===== src/rtl/sram_wr_seg_if.sv =====
// Ingress channel, allocator, SRAM write and descriptor signals of the
// multi-channel SRAM write segmenter.
interface sram_wr_seg_if #(
  parameter int NUM_CH = 4,
  parameter int DATA_W = 64,
  parameter int ADDR_W = 16,
  parameter int DES_W  = 4,
  parameter int PRI_W  = 3,
  parameter int LEN_W  = 7
);
  logic [NUM_CH-1:0]        ch_valid;
  logic [NUM_CH-1:0]        ch_eop;
  logic [NUM_CH*DATA_W-1:0] ch_data;
  logic [NUM_CH*DES_W-1:0]  ch_des;
  logic [NUM_CH*PRI_W-1:0]  ch_pri;
  logic [NUM_CH-1:0]        ch_ready;
  logic                     base_valid;
  logic [ADDR_W-1:0]        base_addr;
  logic                     base_ready;
  logic                     sram_we;
  logic [ADDR_W-1:0]        sram_addr;
  logic [DATA_W-1:0]        sram_wdata;
  logic                     desc_valid;
  logic                     desc_ready;
  logic [DES_W-1:0]         desc_des;
  logic [PRI_W-1:0]         desc_pri;
  logic [ADDR_W-1:0]        desc_addr;
  logic [LEN_W-1:0]         desc_len;
  logic                     busy;
  logic                     err_ovf;

  modport slave (
    input  ch_valid, ch_eop, ch_data, ch_des, ch_pri, base_valid, base_addr, desc_ready,
    output ch_ready, base_ready, sram_we, sram_addr, sram_wdata,
           desc_valid, desc_des, desc_pri, desc_addr, desc_len, busy, err_ovf
  );

  modport master (
    output ch_valid, ch_eop, ch_data, ch_des, ch_pri, base_valid, base_addr, desc_ready,
    input  ch_ready, base_ready, sram_we, sram_addr, sram_wdata,
           desc_valid, desc_des, desc_pri, desc_addr, desc_len, busy, err_ovf
  );
endinterface


===== src/rtl/sram_wr_seg.sv =====
// Round-robin multi-channel SRAM write segmenter: one packet at a time is
// written at allocator-supplied addresses, then described to the enqueue logic.
module sram_wr_seg #(
  parameter int NUM_CH = 4,
  parameter int DATA_W = 64,
  parameter int ADDR_W = 16,
  parameter int DES_W  = 4,
  parameter int PRI_W  = 3,
  parameter int LEN_W  = 7
) (
  input logic          clk,
  input logic          rst,
  sram_wr_seg_if.slave bus
);

  localparam int          GW      = (NUM_CH > 1) ? $clog2(NUM_CH) : 1;
  localparam int unsigned NCH     = NUM_CH;
  localparam logic [LEN_W-1:0] LEN_MAX = '1;

  typedef enum logic [2:0] {ST_IDLE, ST_ALLOC, ST_XFER, ST_DESC, ST_DRAIN} state_t;

  state_t            r_state, w_next;
  logic [GW-1:0]     r_grant, r_last, w_pick, w_idx;
  logic              w_any;
  logic [ADDR_W-1:0] r_cur_addr, r_start_addr;
  logic [LEN_W-1:0]  r_cnt;
  logic [DES_W-1:0]  r_des;
  logic [PRI_W-1:0]  r_pri;
  logic              r_trunc;
  logic              r_we, r_ovf;
  logic [ADDR_W-1:0] r_waddr;
  logic [DATA_W-1:0] r_wdata;

  logic [NUM_CH-1:0] w_ready;
  logic              w_sel_valid, w_sel_eop, w_accept, w_cnt_full;
  logic [DATA_W-1:0] w_sel_data;
  logic [DES_W-1:0]  w_sel_des;
  logic [PRI_W-1:0]  w_sel_pri;

  assign w_sel_valid = bus.ch_valid[r_grant];
  assign w_sel_eop   = bus.ch_eop[r_grant];
  assign w_sel_data  = bus.ch_data[32'(r_grant)*DATA_W +: DATA_W];
  assign w_sel_des   = bus.ch_des[32'(r_grant)*DES_W +: DES_W];
  assign w_sel_pri   = bus.ch_pri[32'(r_grant)*PRI_W +: PRI_W];
  assign w_accept    = w_sel_valid && ((r_state == ST_XFER) || (r_state == ST_DRAIN));
  assign w_cnt_full  = (r_cnt == LEN_MAX - 1'b1);

  // First requesting channel after the last grant, wrapping past NUM_CH-1.
  always_comb begin
    w_any  = 1'b0;
    w_pick = r_last;
    w_idx  = r_last;
    for (int unsigned i = 1; i <= NCH; i++) begin
      if (32'(r_last) + i >= NCH) w_idx = GW'(32'(r_last) + i - NCH);
      else                        w_idx = GW'(32'(r_last) + i);
      if (!w_any && bus.ch_valid[w_idx]) begin
        w_any  = 1'b1;
        w_pick = w_idx;
      end
    end
  end

  always_comb begin
    w_ready = '0;
    if ((r_state == ST_XFER) || (r_state == ST_DRAIN)) w_ready[r_grant] = 1'b1;
  end

  always_comb begin
    w_next = r_state;
    case (r_state)
      ST_IDLE:  if (w_any) w_next = ST_ALLOC;
      ST_ALLOC: if (bus.base_valid) w_next = ST_XFER;
      ST_XFER:  if (w_accept && (w_sel_eop || w_cnt_full)) w_next = ST_DESC;
      ST_DESC:  if (bus.desc_ready) w_next = r_trunc ? ST_DRAIN : ST_IDLE;
      ST_DRAIN: if (w_accept && w_sel_eop) w_next = ST_IDLE;
      default:  w_next = ST_IDLE;
    endcase
  end

  always_ff @(posedge clk or negedge rst) begin
    if (!rst) r_state <= ST_IDLE;
    else      r_state <= w_next;
  end

  always_ff @(posedge clk or negedge rst) begin
    if (!rst) begin
      r_grant      <= '0;
      r_last       <= GW'(NUM_CH - 1);
      r_cur_addr   <= '0;
      r_start_addr <= '0;
      r_cnt        <= '0;
      r_des        <= '0;
      r_pri        <= '0;
      r_trunc      <= 1'b0;
      r_we         <= 1'b0;
      r_ovf        <= 1'b0;
      r_waddr      <= '0;
      r_wdata      <= '0;
    end else begin
      r_we    <= 1'b0;
      r_ovf   <= 1'b0;
      r_waddr <= '0;
      r_wdata <= '0;
      case (r_state)
        ST_IDLE: begin
          if (w_any) begin
            r_grant <= w_pick;
            r_last  <= w_pick;
          end
        end
        ST_ALLOC: begin
          if (bus.base_valid) begin
            r_cur_addr   <= bus.base_addr;
            r_start_addr <= bus.base_addr;
            r_cnt        <= '0;
          end
        end
        ST_XFER: begin
          if (w_accept) begin
            if (r_cnt == '0) begin
              r_des <= w_sel_des;
              r_pri <= w_sel_pri;
            end
            r_we       <= 1'b1;
            r_waddr    <= r_cur_addr;
            r_wdata    <= w_sel_data;
            r_cur_addr <= r_cur_addr + 1'b1;
            r_cnt      <= r_cnt + 1'b1;
            // Full length without eop: keep this beat, drop the rest in DRAIN.
            if (!w_sel_eop && w_cnt_full) begin
              r_ovf   <= 1'b1;
              r_trunc <= 1'b1;
            end
          end
        end
        ST_DRAIN: if (w_accept && w_sel_eop) r_trunc <= 1'b0;
        default: ;
      endcase
    end
  end

  assign bus.ch_ready   = w_ready;
  assign bus.base_ready = (r_state == ST_ALLOC);
  assign bus.sram_we    = r_we;
  assign bus.sram_addr  = r_waddr;
  assign bus.sram_wdata = r_wdata;
  assign bus.err_ovf    = r_ovf;
  assign bus.desc_valid = (r_state == ST_DESC);
  assign bus.desc_des   = r_des;
  assign bus.desc_pri   = r_pri;
  assign bus.desc_addr  = r_start_addr;
  assign bus.desc_len   = r_cnt;
  assign bus.busy       = (r_state != ST_IDLE);

endmodule


===== src/flat_wrapper.sv =====
// flat-port wrapper written by rule: the top's interface ports become plain ports
module sram_wr_seg_flat 
#(
  parameter int NUM_CH = 4,
  parameter int DATA_W = 64,
  parameter int ADDR_W = 16,
  parameter int DES_W  = 4,
  parameter int PRI_W  = 3,
  parameter int LEN_W  = 7
)
  (clk, rst, bus_ch_valid, bus_ch_eop, bus_ch_data, bus_ch_des, bus_ch_pri, bus_base_valid, bus_base_addr, bus_desc_ready, bus_ch_ready, bus_base_ready, bus_sram_we, bus_sram_addr, bus_sram_wdata, bus_desc_valid, bus_desc_des, bus_desc_pri, bus_desc_addr, bus_desc_len, bus_busy, bus_err_ovf);
  sram_wr_seg_if #(.NUM_CH(NUM_CH), .DATA_W(DATA_W), .ADDR_W(ADDR_W), .DES_W(DES_W), .PRI_W(PRI_W), .LEN_W(LEN_W)) bus_i ();
  input logic clk;
  input logic rst;
  input wire logic [$bits(bus_i.ch_valid)-1:0] bus_ch_valid;
  input wire logic [$bits(bus_i.ch_eop)-1:0] bus_ch_eop;
  input wire logic [$bits(bus_i.ch_data)-1:0] bus_ch_data;
  input wire logic [$bits(bus_i.ch_des)-1:0] bus_ch_des;
  input wire logic [$bits(bus_i.ch_pri)-1:0] bus_ch_pri;
  input wire logic [$bits(bus_i.base_valid)-1:0] bus_base_valid;
  input wire logic [$bits(bus_i.base_addr)-1:0] bus_base_addr;
  input wire logic [$bits(bus_i.desc_ready)-1:0] bus_desc_ready;
  output wire logic [$bits(bus_i.ch_ready)-1:0] bus_ch_ready;
  output wire logic [$bits(bus_i.base_ready)-1:0] bus_base_ready;
  output wire logic [$bits(bus_i.sram_we)-1:0] bus_sram_we;
  output wire logic [$bits(bus_i.sram_addr)-1:0] bus_sram_addr;
  output wire logic [$bits(bus_i.sram_wdata)-1:0] bus_sram_wdata;
  output wire logic [$bits(bus_i.desc_valid)-1:0] bus_desc_valid;
  output wire logic [$bits(bus_i.desc_des)-1:0] bus_desc_des;
  output wire logic [$bits(bus_i.desc_pri)-1:0] bus_desc_pri;
  output wire logic [$bits(bus_i.desc_addr)-1:0] bus_desc_addr;
  output wire logic [$bits(bus_i.desc_len)-1:0] bus_desc_len;
  output wire logic [$bits(bus_i.busy)-1:0] bus_busy;
  output wire logic [$bits(bus_i.err_ovf)-1:0] bus_err_ovf;
  assign bus_i.ch_valid = bus_ch_valid;
  assign bus_i.ch_eop = bus_ch_eop;
  assign bus_i.ch_data = bus_ch_data;
  assign bus_i.ch_des = bus_ch_des;
  assign bus_i.ch_pri = bus_ch_pri;
  assign bus_i.base_valid = bus_base_valid;
  assign bus_i.base_addr = bus_base_addr;
  assign bus_i.desc_ready = bus_desc_ready;
  assign bus_ch_ready = bus_i.ch_ready;
  assign bus_base_ready = bus_i.base_ready;
  assign bus_sram_we = bus_i.sram_we;
  assign bus_sram_addr = bus_i.sram_addr;
  assign bus_sram_wdata = bus_i.sram_wdata;
  assign bus_desc_valid = bus_i.desc_valid;
  assign bus_desc_des = bus_i.desc_des;
  assign bus_desc_pri = bus_i.desc_pri;
  assign bus_desc_addr = bus_i.desc_addr;
  assign bus_desc_len = bus_i.desc_len;
  assign bus_busy = bus_i.busy;
  assign bus_err_ovf = bus_i.err_ovf;
  sram_wr_seg #(.NUM_CH(NUM_CH), .DATA_W(DATA_W), .ADDR_W(ADDR_W), .DES_W(DES_W), .PRI_W(PRI_W), .LEN_W(LEN_W)) u_core (.clk(clk), .rst(rst), .bus(bus_i));
endmodule

===== config.mk =====
export PLATFORM = sky130hd
export DESIGN_NAME = sram_wr_seg_flat
export DESIGN_NICKNAME = d
export VERILOG_FILES = /design/src/rtl/sram_wr_seg_if.sv /design/src/rtl/sram_wr_seg.sv /design/src/flat_wrapper.sv
export SDC_FILE = /design/constraint.sdc
export NUM_CORES = 1
export LEC_CHECK = 0
export ABC_AREA = 1
export CAP_MARGIN = 40
export CORE_AREA = 2 2 167 169
export CTS_BUF_LIST = sky130_fd_sc_hd__clkbuf_8
export DETAILED_ROUTE_END_ITERATION = 7
export DIE_AREA = 0 0 169 171
export PLACE_DENSITY = 0.6
export SKIP_CTS_REPAIR_TIMING = 1
export SYNTH_ARGS = -nofsm -noshare
export SYNTH_HDL_FRONTEND = slang
export SYNTH_SLANG_ARGS = --single-unit

===== constraint.sdc =====
create_clock -name clk -period 1.63 [get_ports clk]
set_input_delay 0.2445 -clock clk [delete_from_list [all_inputs] [get_ports clk]]
set_output_delay 0.2445 -clock clk [all_outputs]
set_load 0.01 [all_outputs]

==> results.json, run 1 <==
{
  "use_met3_pct": 5.76,
  "gr-total-overflow": 0,
  "grt_pass1_wl_um": 46300,
  "use_met1_pct": 25.7,
  "final_common_cell": "clkdlybuf4s50_1",
  "grt_pass1_vias": 7986,
  "crit_type": "register to output pin",
  "grt_start_max_net_pins": 43,
  "routedWlPerCell_um": 18.5,
  "fin_ws_ns": -0.170,
  "most-common-layout-cells": "343 x clkdlybuf4s50_1, 249 x nand2_1, 131 x dfrtp_1, 79 x dlymetal6s2s_1, 78 x buf_4",
  "hold_viol_final": 0,
  "syn_area_um2": 7110,
  "relSlewSlack_pct": 69.3,
  "fin_crit_ns": 1.80,
  "rsz0062_at_grt": "true",
  "drive_above_1_share_pct": 16.1,
  "numCtsBuffers": 17,
  "grt_usage_pct": 21.0,
  "clk_path_buf_depth": 2,
  "synth_xor_area_share_pct": 0.493,
  "synth_compound_area_share_pct": 19.8,
  "wirelength_um": 31700,
  "maxSlewViolCount": 0,
  "synth_top_cell_by_area": "dfrtp_1",
  "crit_path_end": "bus_busy",
  "endpoint_kind": "output pin",
  "setup_viol": 75,
  "via_count": 8132,
  "final_antenna_net_count": 0,
  "worstSkewPairLatency_ns": 0.44,
  "finalPower_mw": 19.5,
  "crit_fanout": 2,
  "grt_util_met2_pct": 35.9,
  "clock_sink_count": 136,
  "period_share_pct": 110,
  "syn_nets": 1173,
  "root_buffer": "clkbuf_8",
  "status": "complete, but fails checks",
  "dieArea_um2": 28900,
  "gp_congestion": 0.931,
  "p_leak_nw": 6.93,
  "fp.coreArea_um2": 27300,
  "startpoint": "u_core.r_state[0]",
  "synth_edf_count": 0,
  "hold_path_class": "primary input to asynchronous set/reset pin",
  "finalClockSkew_ns": 0.0138,
  "synthCells": 857,
  "violations": "design-rule violations, negative setup slack",
  "clock.fmax_ghz": 0.555,
  "synth_cell_types": 42,
  "synth_flop_cell": "dfrtp_1",
  "hpwlAfterDp_um": 24800,
  "avgSynthCellArea_um2": 8.30,
  "drt_iter0_markers": 567,
  "synth_top_family_by_area": "simple AND/OR/NAND/NOR gates",
  "cts_tree": "yes",
  "antenna_found_initial": 5,
  "critPathLaunchType": "register",
  "r2r_start": "u_core.r_state[0]",
  "grt_busiest_layer": "met2",
  "arrival_ns": 1.56,
  "reg2regPathDepth": 12,
  "worst_ep_required_time_ns": 1.39,
  "yosysWarnings": 0,
  "die_h_um": 171,
  "worstMarginPinSlew_ns": 0.460,
  "io_buffer_count": 430,
  "synthMuxAreaShare_pct": 0,
  "power-per-cell-area_nw_per_um2": 1460,
  "max-cap-violations": 0,
  "r2r_slack_ns": -0.17,
  "async_reset_ff_share_pct": 100,
  "fp-row-count": 61,
  "synth_top_cells_by_area": "dfrtp_1 47%, nand2_1 14%, a22oi_1 7.8%",
  "timing.rr.end": "u_core.bus.desc_len[2]",
  "die_x_um": 169,
  "path_clk_slew_ns": 0.08,
  "finalNetCount": 1674,
  "initial_core_util_pct": 26.0,
  "synth_top_cell_area_share_pct": 47.2,
  "synthToLayoutAreaGrowth_pct": 87.9,
  "synth_seq_cells": 136,
  "routed_via_density": 4.73,
  "drc": 1,
  "synth-adder-area-share_pct": 0.704,
  "peakVddDrop_uv": 704,
  "firstDrtPassIters": 7,
  "fin_tns_setup_ns": -5.46,
  "yosys.area_share.simple_pct": 23.8,
  "cts_max_level": 4,
  "io_pins": 431,
  "ys_seq_area_share_pct": 47.9
}
[cells by family (layout without fill, tap and decap cells)]
group / count (synthesis) / after routing
and+or+nand+nor: 390 / 390
AOI/OAI and AO/OA: 205 / 205
DFF: 136 / 136
buffers and inverters: 118 / 632
adders and majority gates: 4 / 4
xor gates and xnor gates: 4 / 4
other: 0 / 3
[power breakdown]
group / total, mW / switching [mW] / leakage [nW] / internal, mW
Sequential: 4.92 / 0.573 / 1.79 / 4.35
Clock: 3.17 / 1.49 / 0.216 / 1.68
Combinational: 11.4 / 6.12 / 4.92 / 5.25
[worst min-delay path by stage]
stage          cells past startpoint                       to  slack [ns]  startpoint
2_1_floorplan                      0  u_core.bus.desc_addr[0]       -0.05         rst
3_3_place_gp                       1   u_core.bus.desc_len[6]        0.18         rst
3_5_place_dp                       1   u_core.bus.desc_len[4]        0.18         rst
4_1_cts                            1     u_core.r_cur_addr[7]       -0.32         rst
5_1_grt                            2        u_core.r_grant[1]        0.26         rst
6_report                           2   u_core.bus.desc_len[4]        0.28         rst
[layer usage]
| layer | part of all wire, % | wire length, µm |
|---|---|---|
| met1 | 40 | 12700 |
| met2 | 50 | 15900 |
| met3 | 7.3 | 2320 |
| met4 | 2.6 | 816 |
| met5 | 0.082 | 26 |
[per-stage QoR]
stage	cell area, µm²	hold WS [ns]	setup slack, ns	utilization, %	instances
final	13400	0.279	-0.170	48.9	1720
after global routing	13400	0.261	-0.309	48.9	1720
after CTS	12800	-0.315	-0.594	46.7	1697
after detailed placement	12300	0.180	-0.186	45.2	1665
after global placement	12300	0.182	-0.162	45.2	1665
after floorplan	7110	-0.0511	0.139	-	857
[layout make-up]
| type | count | area (µm²) |
|---|---|---|
| inverter | 70 | 280 |
| sequential | 136 | 3410 |
| antenna | 3 | 7.51 |
| timing repair buffer | 530 | 5430 |
| multi-input combinational | 603 | 3360 |
| clock buffer | 17 | 234 |
| fill | 2562 | 14000 |
| tap | 346 | 433 |
| clock inverter | 15 | 199 |
[critical path: stages (launching register included)]
cell	delay (ns)
dfrtp_1	0.42
buf_6	0.13
nor2_4	0.14
buf_6	0.12
inv_4	0.03
nor2_4	0.11
inv_1	0.04
buf_2	0.13
[Yosys cell counts, drive strengths merged, types with 4 or more instances]
master,count
nand2,273
dfrtp,134
a22oi,77
inv,69
a31oi,65
nor2,47
nand3,44
o21ai,36
buf,25
clkbuf,23
nand4,16
a21oi,9
nor3,9
o21a,8
o211ai,6
ha,4
xor2,4
[state kept, by name, indices dropped and copies added (netlist names)]
| signal | cells |
|---|---|
| u_core.bus.sram_wdata | 64 |
| u_core.bus.desc_addr | 16 |
| u_core.bus.sram_addr | 16 |
| u_core.r_cur_addr | 16 |
| u_core.bus.desc_len | 7 |
| u_core.bus.desc_des | 4 |
| u_core.bus.desc_pri | 3 |
| u_core.r_state | 3 |
| u_core.r_grant | 2 |
| u_core.r_last | 2 |
| u_core.bus.err_ovf | 1 |
| u_core.bus.sram_we | 1 |
| u_core.r_trunc | 1 |
No activity file was read; power rests on OpenSTA's default activity.
==> inputs of run 2 (changes only) <==
ABC_AREA = default   (was 1)
CORE_AREA = 2 2 168 170   (was 2 2 167 169)
DIE_AREA = 0 0 170 172   (was 0 0 169 171)
==> results.json, run 2 <==
{
  "status": "complete, but fails checks",
  "violations": "negative setup slack",
  "worstSkewPairLatency_ns": 0.45,
  "antenna_found_initial": 1,
  "dp_cells": 1402,
  "die_h_um": 172,
  "critPathLaunchType": "register",
  "synth_seq_cells": 136,
  "initial_core_util_pct": 26.3,
  "clock_sink_count": 136,
  "synth_cell_types": 59,
  "avgSynthCellArea_um2": 12.3,
  "synth_common_cells": "134 x dfrtp_1, 84 x and3_1, 73 x mux4_2, 69 x nand2_1, 32 x clkbuf_1",
  "synth_top_cell_area_share_pct": 46.4,
  "grt_start_max_net_pins": 49,
  "clock.fmax_ghz": 0.515,
  "largest_reg_flops": 64,
  "gp_congestion": 0.895,
  "io_buffer_count": 430,
  "cts_max_level": 4,
  "timing.rr.end": "u_core.bus.desc_pri[2]",
  "power-per-cell-area_nw_per_um2": 1420,
  "grt_pass1_wl_um": 45200,
  "hold_path_class": "primary input to asynchronous set/reset pin",
  "most-common-layout-cells": "348 x clkdlybuf4s50_1, 129 x dfrtp_1, 85 x buf_4, 84 x and3_1, 74 x dlymetal6s2s_1",
  "r2r_slack_ns": -0.31,
  "fp-row-count": 61,
  "setup_viol": 137,
  "final_antenna_net_count": 0,
  "firstDrtPassIters": 4,
  "die_x_um": 170,
  "hold_viol_final": 0,
  "via_count": 7136,
  "root_buffer": "clkbuf_8",
  "synth_top_cell_by_area": "dfrtp_1",
  "crit_path_top_delay_cell": "mux4_2",
  "finalClockSkew_ns": 0.0125,
  "instances_no_fill": 1465,
  "fin_crit_ns": 1.94,
  "async_reset_ff_share_pct": 100,
  "drt_iter0_markers": 446,
  "syn_area_um2": 7230,
  "reg2regPathDepth": 5,
  "relSlewSlack_pct": 72.1,
  "arrival_ns": 2.27,
  "max-cap-violations": 0,
  "crit_type": "register to register",
  "critPathMaxStageDelay_ns": 0.67,
  "routed_via_density": 4.87,
  "synth_edf_count": 0,
  "crit_fanout": 7,
  "worstMarginPinSlew_ns": 0.414,
  "synth_flop_cell": "dfrtp_1",
  "drc": 0,
  "yosysWarnings": 0,
  "path_cells": "mux4_2 > nand2_4 > inv_4 > nand4b_4 > mux2_4",
  "grt_usage_pct": 21.0,
  "peakVddDrop_uv": 529,
  "grt_pass1_vias": 7399,
  "period_share_pct": 119,
  "cts_tree": "yes",
  "routedWlPerCell_um": 21.5,
  "dieArea_um2": 29200,
  "clk_path_buf_depth": 2,
  "synth_top_cells_by_area": "dfrtp_1 46%, mux4_2 23%, and3_1 7.3%",
  "numCtsBuffers": 17,
  "r2r_start": "u_core.r_grant[0]",
  "fin_ws_ns": -0.310,
  "gr-total-overflow": 0,
  "drive_above_1_share_pct": 28.6,
  "p_leak_nw": 7.15,
  "endpoint_kind": "register",
  "synthToLayoutAreaGrowth_pct": 91.7,
  "ys_seq_area_share_pct": 47.1,
  "dp_slack_ns": -0.544,
  "finalNetCount": 1420,
  "final_common_cell": "clkdlybuf4s50_1",
  "wirelength_um": 31500,
  "maxSlewViolCount": 0,
  "hpwlAfterDp_um": 24600,
  "yosysMostFrequentCell": "dfrtp_1",
  "fp.coreArea_um2": 27500,
  "syn_nets": 904,
  "synthCells": 588,
  "worst_ep_required_time_ns": 1.96,
  "io_pins": 431,
  "path_clk_slew_ns": 0.09,
  "rsz0062_at_grt": "true"
}
## run 2: changes by cell type in the layout (fill, tap and decap cells not counted), sizes merged, moves of 19 or more
cell   change
nand2    -203
and3      +84
a22oi     -73
mux4      +73
inv       -66
a31oi     -62
nand3     -29
nor2      -27
o21ai     -22
buf       +19
## run 2: how the worst max path moves through the flow
stage          slack (ns)         startpoint                endpoint  cells past startpoint
2_1_floorplan       -0.17  u_core.r_grant[0]  u_core.bus.desc_des[0]                      7
3_3_place_gp        -0.53    bus_ch_valid[3]   u_core.r_cur_addr[11]                      5
3_5_place_dp        -0.54    bus_ch_valid[3]  u_core.bus.desc_pri[2]                      6
4_1_cts             -0.76  u_core.r_grant[0]         bus_ch_ready[3]                      4
5_1_grt             -0.36  u_core.r_grant[0]   u_core.r_cur_addr[12]                      4
6_report            -0.31  u_core.r_grant[0]  u_core.bus.desc_pri[2]                      5
## run 2: cell families after synthesis
group,share of synthesized area [%]
mux,24.0
buf+inv,3.84
compound gates,6.92
xor+xnor,0.484
flops,47.1
simple gates,17.0
fa+ha+maj,0.692
## run 2: area by class of cell
class	count	area (µm²)
clock buffers	19	262
inverters	8	32.5
multi-input cells	392	3920
well taps	346	433
clock inverters	13	166
diodes	2	5.00
fillers	2491	13600
flip-flops and latches	136	3420
repair buffers	549	5630
## run 2: worst max-delay path: cells and delay by family, from the launching register on
family        cells  cell delay (ns)
mux               2             0.99
buf+inv           1             0.04
flops             1             0.46
simple gates      2             0.33
## run 2: metrics by stage
step                      instance area (µm²)  hold slack (ns)  power, mW  utilization [%]  setup TNS (ns)
after floorplan                          7330          -0.0511       10.4                -           -4.69
after global placement                  12600            0.199       15.4             46.0          -43.14
after detailed placement                12600            0.195       15.4             46.0          -45.03
after CTS                               13100           -0.305       18.6             47.5          -29.85
after global routing                    13900            0.283       20.8             50.5          -28.62
final                                   13900            0.271       19.6             50.5          -21.96
## run 2: report_power, final
group	total [mW]	internal, mW	leakage [nW]	switching, mW
Sequential	4.98	4.35	1.79	0.627
Combinational	11.6	6.46	5.16	5.12
Clock	3.06	1.61	0.209	1.46
## run 2: routing by layer
metal	vias to the layer above	GRT usage (%)	part of all wire, %
met5	-	0	0
met2	294	34.9	48
met1	3546	26.1	41
met4	0	6.54	2.2
met3	35	6.45	9.0
li1	3261	-	-
